--- config.mk ---
export PLATFORM = sky130hd
export DESIGN_NAME = if_stage
export DESIGN_NICKNAME = d
export VERILOG_FILES = /design/src/rtl/if_stage_pkg.sv /design/src/rtl/if_skid_buf.sv /design/src/rtl/if_stage.sv
export SDC_FILE = /design/constraint.sdc
export NUM_CORES = 1
export LEC_CHECK = 0
export CAP_MARGIN = 10
export CORE_MARGIN = 5
export CORE_UTILIZATION = 50
export DETAILED_ROUTE_END_ITERATION = 10
export PLACE_DENSITY = 0.8
export SLEW_MARGIN = 20
export SYNTH_ARGS = -nofsm -noshare
export SYNTH_HDL_FRONTEND = slang
export SYNTH_SLANG_ARGS = --single-unit
--- constraint.sdc ---
create_clock -name clk -period 9.02 [get_ports clk]
set_input_delay 2.255 -clock clk [delete_from_list [all_inputs] [get_ports clk]]
set_output_delay 2.255 -clock clk [all_outputs]
set_load 0.05 [all_outputs]
--- src/rtl/if_stage_pkg.sv ---
// rtl/if_stage_pkg.sv - shared types and constants for the instruction fetch stage
// Purpose: fetch FSM state encoding, instruction width, default reset PC and the
//          NOP word (addi x0,x0,0) presented to ID when no instruction is held.
package if_stage_pkg;

    localparam int INSTR_W = 32;

    localparam logic [INSTR_W-1:0] PC_RESET_DEF  = 32'h0000_0000;
    localparam logic [INSTR_W-1:0] NOP_INSTR_DEF = 32'h0000_0013;

    // IDLE   : nothing outstanding
    // BUSY   : one request outstanding, response will be consumed
    // KILLED : one request outstanding, response will be discarded
    typedef enum logic [1:0] {
        FETCH_IDLE   = 2'd0,
        FETCH_BUSY   = 2'd1,
        FETCH_KILLED = 2'd2
    } fetch_state_e;

    // Word-align an address by clearing the byte offset.
    function automatic logic [INSTR_W-1:0] word_align(input logic [INSTR_W-1:0] addr);
        return {addr[INSTR_W-1:2], 2'b00};
    endfunction

endpackage

--- src/rtl/if_skid_buf.sv ---
// rtl/if_skid_buf.sv - one-entry {pc, instr} holding buffer for responses arriving during stall
// Ports:
//   clk, rst            clock, asynchronous active-high reset
//   load_i              capture pc_i/instr_i (response arrived while IF/ID is stalled)
//   drain_i             entry has been moved into IF/ID, mark empty
//   clear_i             flush on redirect (wins over load and drain)
//   pc_i, instr_i       entry to capture
//   full_o, pc_o, instr_o  buffer status and held entry
module if_skid_buf
    import if_stage_pkg::*;
(
    input  logic               clk,
    input  logic               rst,
    input  logic               load_i,
    input  logic               drain_i,
    input  logic               clear_i,
    input  logic [INSTR_W-1:0] pc_i,
    input  logic [INSTR_W-1:0] instr_i,
    output logic               full_o,
    output logic [INSTR_W-1:0] pc_o,
    output logic [INSTR_W-1:0] instr_o
);

    logic               full_q,  full_d;
    logic [INSTR_W-1:0] pc_q,    pc_d;
    logic [INSTR_W-1:0] instr_q, instr_d;

    always_comb begin
        full_d  = full_q;
        pc_d    = pc_q;
        instr_d = instr_q;
        if (clear_i) begin
            full_d = 1'b0;
        end else if (load_i) begin
            full_d  = 1'b1;
            pc_d    = pc_i;
            instr_d = instr_i;
        end else if (drain_i) begin
            full_d = 1'b0;
        end
    end

    always_ff @(posedge clk or posedge rst) begin
        if (rst) begin
            full_q  <= 1'b0;
            pc_q    <= '0;
            instr_q <= '0;
        end else begin
            full_q  <= full_d;
            pc_q    <= pc_d;
            instr_q <= instr_d;
        end
    end

    assign full_o  = full_q;
    assign pc_o    = pc_q;
    assign instr_o = instr_q;

endmodule

--- src/rtl/if_stage.sv ---
// rtl/if_stage.sv - instruction fetch stage with IF/ID pipeline register
// Purpose: holds the PC, fetches words over a req/gnt/rvalid handshake with at most
//          one request outstanding, and presents {pc, pc+4, instr, decoder slices} to ID.
// Ports:
//   clk, rst                          clock, asynchronous active-high reset
//   stall_i                           hold IF/ID, issue no new fetch
//   redirect_i, redirect_pc_i         flush and refetch from target (bits [1:0] ignored)
//   imem_req_o, imem_addr_o           fetch request and word address
//   imem_gnt_i                        request accepted this cycle
//   imem_rvalid_i, imem_rdata_i       fetch response
//   ifid_valid_o, ifid_pc_o, ifid_pc4_o, ifid_instr_o   IF/ID register contents
//   op_o, funct3_o, funct7_o          decoder slices of ifid_instr_o
module if_stage
    import if_stage_pkg::*;
#(
    parameter logic [INSTR_W-1:0] PC_RESET  = PC_RESET_DEF,
    parameter logic [INSTR_W-1:0] NOP_INSTR = NOP_INSTR_DEF
) (
    input  logic               clk,
    input  logic               rst,
    input  logic               stall_i,
    input  logic               redirect_i,
    input  logic [INSTR_W-1:0] redirect_pc_i,
    output logic               imem_req_o,
    output logic [INSTR_W-1:0] imem_addr_o,
    input  logic               imem_gnt_i,
    input  logic               imem_rvalid_i,
    input  logic [INSTR_W-1:0] imem_rdata_i,
    output logic               ifid_valid_o,
    output logic [INSTR_W-1:0] ifid_pc_o,
    output logic [INSTR_W-1:0] ifid_pc4_o,
    output logic [INSTR_W-1:0] ifid_instr_o,
    output logic [6:0]         op_o,
    output logic [2:0]         funct3_o,
    output logic [6:0]         funct7_o
);

    fetch_state_e       state_q, state_d;
    logic [INSTR_W-1:0] pc_q, pc_d;
    logic [INSTR_W-1:0] inflight_pc_q, inflight_pc_d;
    logic               ifid_valid_q, ifid_valid_d;
    logic [INSTR_W-1:0] ifid_pc_q, ifid_pc_d;
    logic [INSTR_W-1:0] ifid_instr_q, ifid_instr_d;

    logic               req;
    logic               fire;
    logic               resp_use;
    logic               skid_full;
    logic               skid_load;
    logic               skid_drain;
    logic [INSTR_W-1:0] skid_pc;
    logic [INSTR_W-1:0] skid_instr;

    // A BUSY slot frees in the same cycle its response arrives, which is what
    // lets back-to-back fetches sustain one instruction per cycle.
    assign req = ~rst & ~redirect_i & ~stall_i & ~skid_full &
                 ((state_q == FETCH_IDLE) ||
                  ((state_q == FETCH_BUSY) && imem_rvalid_i));
    assign fire     = req & imem_gnt_i;
    assign resp_use = (state_q == FETCH_BUSY) & imem_rvalid_i & ~redirect_i;

    assign skid_load  = resp_use & stall_i;
    assign skid_drain = skid_full & ~stall_i & ~redirect_i;

    if_skid_buf u_skid (
        .clk     (clk),
        .rst     (rst),
        .load_i  (skid_load),
        .drain_i (skid_drain),
        .clear_i (redirect_i),
        .pc_i    (inflight_pc_q),
        .instr_i (imem_rdata_i),
        .full_o  (skid_full),
        .pc_o    (skid_pc),
        .instr_o (skid_instr)
    );

    always_comb begin
        pc_d          = pc_q;
        inflight_pc_d = inflight_pc_q;
        state_d       = state_q;

        if (redirect_i) begin
            pc_d = word_align(redirect_pc_i);
        end else if (fire) begin
            pc_d = pc_q + 32'd4;
        end

        if (fire) begin
            inflight_pc_d = pc_q;
        end

        case (state_q)
            FETCH_IDLE: begin
                if (fire) state_d = FETCH_BUSY;
            end
            FETCH_BUSY: begin
                if (redirect_i) begin
                    // A response landing in the redirect cycle is simply dropped.
                    state_d = imem_rvalid_i ? FETCH_IDLE : FETCH_KILLED;
                end else if (imem_rvalid_i) begin
                    state_d = fire ? FETCH_BUSY : FETCH_IDLE;
                end
            end
            FETCH_KILLED: begin
                if (imem_rvalid_i) state_d = FETCH_IDLE;
            end
            default: state_d = FETCH_IDLE;
        endcase
    end

    always_comb begin
        ifid_valid_d = ifid_valid_q;
        ifid_pc_d    = ifid_pc_q;
        ifid_instr_d = ifid_instr_q;
        if (redirect_i) begin
            ifid_valid_d = 1'b0;
        end else if (!stall_i) begin
            if (skid_full) begin
                ifid_valid_d = 1'b1;
                ifid_pc_d    = skid_pc;
                ifid_instr_d = skid_instr;
            end else if (resp_use) begin
                ifid_valid_d = 1'b1;
                ifid_pc_d    = inflight_pc_q;
                ifid_instr_d = imem_rdata_i;
            end else begin
                ifid_valid_d = 1'b0;
            end
        end
    end

    always_ff @(posedge clk or posedge rst) begin
        if (rst) begin
            state_q       <= FETCH_IDLE;
            pc_q          <= PC_RESET;
            inflight_pc_q <= '0;
            ifid_valid_q  <= 1'b0;
            ifid_pc_q     <= '0;
            ifid_instr_q  <= NOP_INSTR;
        end else begin
            state_q       <= state_d;
            pc_q          <= pc_d;
            inflight_pc_q <= inflight_pc_d;
            ifid_valid_q  <= ifid_valid_d;
            ifid_pc_q     <= ifid_pc_d;
            ifid_instr_q  <= ifid_instr_d;
        end
    end

    assign imem_req_o   = req;
    assign imem_addr_o  = pc_q;
    assign ifid_valid_o = ifid_valid_q;
    assign ifid_pc_o    = ifid_pc_q;
    assign ifid_pc4_o   = ifid_pc_q + 32'd4;
    assign ifid_instr_o = ifid_valid_q ? ifid_instr_q : NOP_INSTR;
    assign op_o         = ifid_instr_o[6:0];
    assign funct3_o     = ifid_instr_o[14:12];
    assign funct7_o     = ifid_instr_o[31:25];

endmodule
==> results.json, run 1 <==
{
  "cts_hold_buf": 0,
  "fin_nets": 1122,
  "final-setup-viol-count": 0,
  "report.final.slew_viol_count": 0,
  "ys.flop_type": "dfrtp_1",
  "cts.clk_slew.worst_paths_ns": 0.06,
  "clk_latency_ns": 0.43,
  "die_h_um": 145,
  "hold_violations": 0,
  "root_buffer": "clkbuf_16",
  "layout_commonest_cell": "clkdlybuf4s50_1",
  "final_area_um2": 11800,
  "cts_setup_buffers": 0,
  "path_class": "in -> out",
  "grt_max_degree": 125,
  "die-area_um2": 21000,
  "clock_sinks": 188,
  "crit_chain": "buf_2 > nor2_1 > nand2_1 > nor4_1 > clkdlybuf4s50_1",
  "overflow": 0,
  "vias": 6875,
  "p_leak_nw": 5.07,
  "worst_pin_slew_ns": 1.02,
  "ys_ff_latch": 188,
  "routed_wl_mm": 21.6,
  "arrival_ns": 4.23,
  "rows": 49,
  "critPathCaptureType": "output port",
  "fin_skew_ns": 0.00982,
  "min_period_ns": 6.49,
  "grt_pass1_wl_mm": 35.9,
  "cts_tree": "built",
  "io_pins": 217,
  "dr.pass1.iters": 5,
  "slowest_stage": "clkdlybuf4s50_1",
  "die_w_um": 145,
  "ctsResizeCount": 0,
  "port-buffer-count": 208,
  "antenna_cells": 0,
  "syn_inst": 883,
  "synth-seq-area-share_pct": 51.7,
  "route.antenna.remaining_nets": 0,
  "clock_path_buffers": 2,
  "cp_max_fo": 58,
  "finalSetupTns_ns": 0,
  "status": "finished, final reports clean",
  "ys_warn_count": 0,
  "min_path_type": "reg -> reg",
  "critical_path_required_ns": 6.77,
  "wl_per_cell_um": 16.7,
  "layout_common_cells": "clkdlybuf4s50_1 (207), nand2_1 (194), dfrtp_1 (184)",
  "track_usage_pct": 20.6,
  "start_util_pct": 50.7,
  "slowest_delay_ns": 0.84,
  "slew_headroom_pct": 32.1,
  "via_per_inst": 5.33,
  "gp_congestion": 0.843,
  "fillers": 1427,
  "place_area_um2": 11200,
  "powerDensity_nw_per_um2": 210,
  "syn_area_um2": 9100,
  "vdd_drop_max_uv": 139,
  "startpoint_type": "input port",
  "synth_edf_count": 0,
  "ys_async_sr_fraction_pct": 100,
  "antenna_found_initial": 0,
  "layout-drive-gt1-share_pct": 11.4,
  "min_period_over_period_pct": 71.9,
  "synth_cell_type_count": 54,
  "cts_buffers": 17,
  "dp_hpwl_mm": 14.7,
  "max_freq_mhz": 154,
  "htree_levels": 4,
  "rsz0062_at_grt": "no",
  "drc_errors": 0,
  "maxCapViolCount": 0,
  "syn_area_per_cell_um2": 10.3,
  "grt_pass1_vias": 6842,
  "drtIter0Drc": 377,
  "area_growth_pct": 29.5,
  "core_um2": 18000
}
==> state kept, by name (all words and copies together) (netlist names) <==
| register | count |
|---|---|
| ifid_instr_q | 32 |
| u_skid.instr_o | 32 |
| ifid_pc_o | 30 |
| imem_addr_o | 30 |
| inflight_pc_q | 30 |
| u_skid.pc_o | 30 |
| state_q | 2 |
| ifid_valid_o | 1 |
| u_skid.full_o | 1 |
==> synth_stat cells, drive strengths merged (3+ instances only) <==
cell | n | area, um2
nand2 | 194 | 728
dfrtp | 185 | 4630
o21ai | 85 | 425
mux2 | 63 | 709
mux2i | 62 | 621
buf | 44 | 288
and2 | 34 | 213
xnor2 | 28 | 245
clkbuf | 27 | 103
nand3 | 27 | 140
nand4 | 20 | 153
nor2 | 20 | 77.6
xor2 | 13 | 114
and3 | 10 | 63.8
inv | 7 | 26.3
nor3 | 6 | 40.0
o211ai | 6 | 45.0
nand2b | 5 | 31.3
nor2b | 5 | 31.3
nor4 | 5 | 67.6
a21oi | 4 | 20.0
and4 | 4 | 35.0
dfstp | 3 | 78.8
nand3b | 3 | 22.5
or3 | 3 | 18.8
==> critical path: cells and delay by family <==
family	cells	cell delay, ns
AND/OR/NAND/NOR	3	0.72
buffers and inverters	2	1.25
==> final cells by class <==
type | count | area, um2 | share of cell area [%]
Clock buffer | 20 | 457 | 3.87
Clock inverter | 11 | 158 | 1.34
Inverter | 7 | 31.3 | 0.265
Multi-Input combinational cell | 622 | 4010 | 34.0
Sequential cell | 188 | 4710 | 40.0
Tap cell | 229 | 287 | 2.43
Timing Repair Buffer | 214 | 2140 | 18.1
==> stage by stage <==
stage / worst slack (ns) / hold slack [ns] / power [W] / std cells / utilization, %
after floorplan: 1.66 / 0.442 / 0.00149 / 888 / -
after global placement: 2.52 / 0.452 / 0.00170 / 1259 / 62.1
after detailed placement: 2.54 / 0.462 / 0.00172 / 1259 / 62.1
after CTS: 2.52 / 0.477 / 0.00251 / 1290 / 65.5
after global routing: 2.34 / 0.494 / 0.00260 / 1291 / 65.7
final: 2.53 / 0.471 / 0.00248 / 1291 / 65.7
==> final timing paths <==
path / start / endpoint / slack, ns / cells past startpoint
min in group asynchronous: rst / imem_addr_o[2] / 2.29 / 2
worst max-delay path: redirect_i / imem_req_o / 2.53 / 5
worst min register to register: ifid_instr_q[8] / ifid_instr_q[8] / 0.47 / 2
max in group asynchronous: rst / u_skid.instr_o[4] / 5.42 / 3
worst max register to register: u_skid.full_o / imem_addr_o[9] / 6.51 / 5
worst min-delay path: ifid_instr_q[8] / ifid_instr_q[8] / 0.47 / 2
==> kinds of logic (layout without fill, tap and decap cells) <==
group | Yosys count | in the layout | share of synthesized area, %
buf+inv | 78 | 252 | 4.58
simple gates | 340 | 340 | 18.2
flops | 188 | 188 | 51.7
other cells | 1 | 6 | 0.0412
mux | 125 | 125 | 14.6
fa+ha+maj | 2 | 2 | 0.275
xor+xnor | 41 | 41 | 3.94
compound gates | 108 | 108 | 6.60
==> where the power goes <==
| group | switching, W | leakage [nW] | total, W | internal (W) |
|---|---|---|---|---|
| logic | 0.000369 | 2.32 | 0.000599 | 0.000229 |
| registers | 0.000122 | 2.45 | 0.00110 | 0.000983 |
| clock network | 0.000323 | 0.299 | 0.000778 | 0.000454 |
==> metal layers <==
metal	GRT usage, %	wire [um]
met1	29.2	9910
met2	31.7	10000
met3	4.58	1220
met4	6.92	446
met5	0	0
(Power assumes the default switching activity.)
==> run 2, diff against run 1 <==
--- a/config.mk
+++ b/config.mk
@@ -7,9 +7,9 @@
 export LEC_CHECK = 0
 export CAP_MARGIN = 10
 export CORE_MARGIN = 5
-export CORE_UTILIZATION = 50
+export CORE_UTILIZATION = 45
 export DETAILED_ROUTE_END_ITERATION = 10
-export PLACE_DENSITY = 0.8
+export PLACE_DENSITY = 0.76
 export SLEW_MARGIN = 20
 export SYNTH_ARGS = -nofsm -noshare
 export SYNTH_HDL_FRONTEND = slang
==> constraint.sdc (replaced) <==
create_clock -name clk -period 5.8 [get_ports clk]
set_input_delay 1.45 -clock clk [delete_from_list [all_inputs] [get_ports clk]]
set_output_delay 1.45 -clock clk [all_outputs]
set_load 0.05 [all_outputs]
==> run 2 against run 1 <==
  * Cell count up 3.5%
  * Via count down 0.19%
  * Register-to-register slack worse by 3.2 ns
  * First-iteration DRC count down 15%
  * Sequential share of layout area down 0.23 points
  * Hold slack better by 0.0013 ns
  * Final area up 0.57%
  * Critical path depth unchanged
  * Routed wire length down 1.4%
  * Critical path type unchanged
  * Highest routed layer unchanged
==> results.json, run 2 (synthesis results as in run 1) <==
{
  "ctsResizeCount": 0,
  "worst_pin_slew_ns": 1.10,
  "layout_commonest_cell": "clkdlybuf4s50_1",
  "crit_chain": "clkdlybuf4s50_1 > nor2_1 > nand2_1 > nor4_1 > clkdlybuf4s50_1",
  "grt_pass1_wl_mm": 35.5,
  "final-setup-viol-count": 0,
  "finalSetupTns_ns": 0,
  "grt_pass1_vias": 6711,
  "status": "finished, final reports clean",
  "grt_max_degree": 130,
  "fin_cells": 1336,
  "area_growth_pct": 30.3,
  "cp_max_fo": 5,
  "hold_violations": 0,
  "final_area_um2": 11900,
  "min_period_ns": 4.85,
  "critPathCaptureType": "output port",
  "track_usage_pct": 18.5,
  "dr.pass1.iters": 4,
  "start_util_pct": 45.3,
  "root_buffer": "clkbuf_16",
  "r2r_slack_ns": 3.29,
  "layout-drive-gt1-share_pct": 11.6,
  "maxCapViolCount": 0,
  "clock_sinks": 188,
  "max_freq_mhz": 206,
  "fin_skew_ns": 0.0117,
  "fillers": 1689,
  "cts_hold_buf": 0,
  "slew_headroom_pct": 26.8,
  "place_ws_ns": 0.962,
  "dp_hpwl_mm": 14.8,
  "startpoint_type": "input port",
  "port-buffer-count": 208,
  "rsz0062_at_grt": "no",
  "power_w": 0.00384,
  "critical_path_required_ns": 4.35,
  "path_class": "in -> out",
  "layout_common_cells": "clkdlybuf4s50_1 (207), nand2_1 (194), dfrtp_1 (184)",
  "drtIter0Drc": 319,
  "clk_latency_ns": 0.42,
  "path_common_cell": "clkdlybuf4s50_1",
  "antenna_cells": 0,
  "route.antenna.remaining_nets": 0,
  "slowest_delay_ns": 0.85,
  "antenna_found_initial": 0,
  "htree_levels": 4,
  "die_h_um": 152,
  "powerDensity_nw_per_um2": 324,
  "report.final.slew_viol_count": 0,
  "min_path_type": "reg -> reg",
  "arrival_ns": 3.40,
  "die-area_um2": 23200,
  "cts_tree": "built",
  "fin_nets": 1126,
  "overflow": 0,
  "vdd_drop_max_uv": 200,
  "dp.cells": 1305,
  "rows": 52,
  "drc_errors": 0,
  "die_w_um": 152,
  "setup_ws_ns": 0.947,
  "cts_buffers": 17,
  "place_area_um2": 11300,
  "cts_setup_buffers": 0,
  "io_pins": 217,
  "routed_wl_mm": 21.3,
  "wl_per_cell_um": 15.9,
  "cts.clk_slew.worst_paths_ns": 0.06,
  "gp_congestion": 0.850,
  "p_leak_nw": 5.08,
  "via_per_inst": 5.14,
  "clock_path_buffers": 2,
  "slowest_stage": "clkdlybuf4s50_1",
  "min_period_over_period_pct": 83.7,
  "vias": 6862,
  "core_um2": 20100
}
run 2: final cells by class:
cell class / count / area (um2) / share of cell area [%]
flip-flops and latches: 188 / 4710 / 39.7
clock inverters: 11 / 159 / 1.34
multi-input cells: 622 / 4010 / 33.8
inverters: 7 / 30.0 / 0.253
well taps: 270 / 338 / 2.85
repair buffers: 218 / 2160 / 18.2
clock buffers: 20 / 447 / 3.77
run 2: power by group:
group	internal, W	switching (W)	leakage (nW)
clock network	0.000696	0.000499	0.297
registers	0.00153	0.000191	2.45
logic	0.000357	0.000569	2.33
run 2: per-stage QoR:
step                      hold slack [ns]  util (%)
after CTS                           0.477      59.0
after global placement              0.452      56.0
after detailed placement            0.463      56.0
final                               0.472      59.0
after global routing                0.495      59.0
after floorplan                     0.442         -
run 2: worst max-delay path, delay by kind of cell:
kind	cells	cell delay [ns]
and+or+nand+nor	3	0.62
buffers and inverters	2	1.34
run 2: path summary, 6_finish.rpt:
kind                            startpoint              end  cells past startpoint
min in group asynchronous              rst  imem_addr_o[18]                      2
max                                stall_i       imem_req_o                      5
min                        ifid_instr_q[6]  ifid_instr_q[6]                      2
max reg2reg                  u_skid.full_o  imem_addr_o[17]                      6
min reg2reg                ifid_instr_q[6]  ifid_instr_q[6]                      2
max in group asynchronous              rst   u_skid.pc_o[2]                      3
run 2: metal layers:
layer | track usage (%) | share of wire [%] | wire (um) | up-vias
li1 | - | - | - | 3347
met1 | 26.0 | 47 | 9960 | 3281
met2 | 29.5 | 46 | 9900 | 213
met3 | 3.46 | 5.4 | 1140 | 21
met4 | 4.97 | 1.4 | 289 | 0
met5 | 0 | 0 | 0 | -
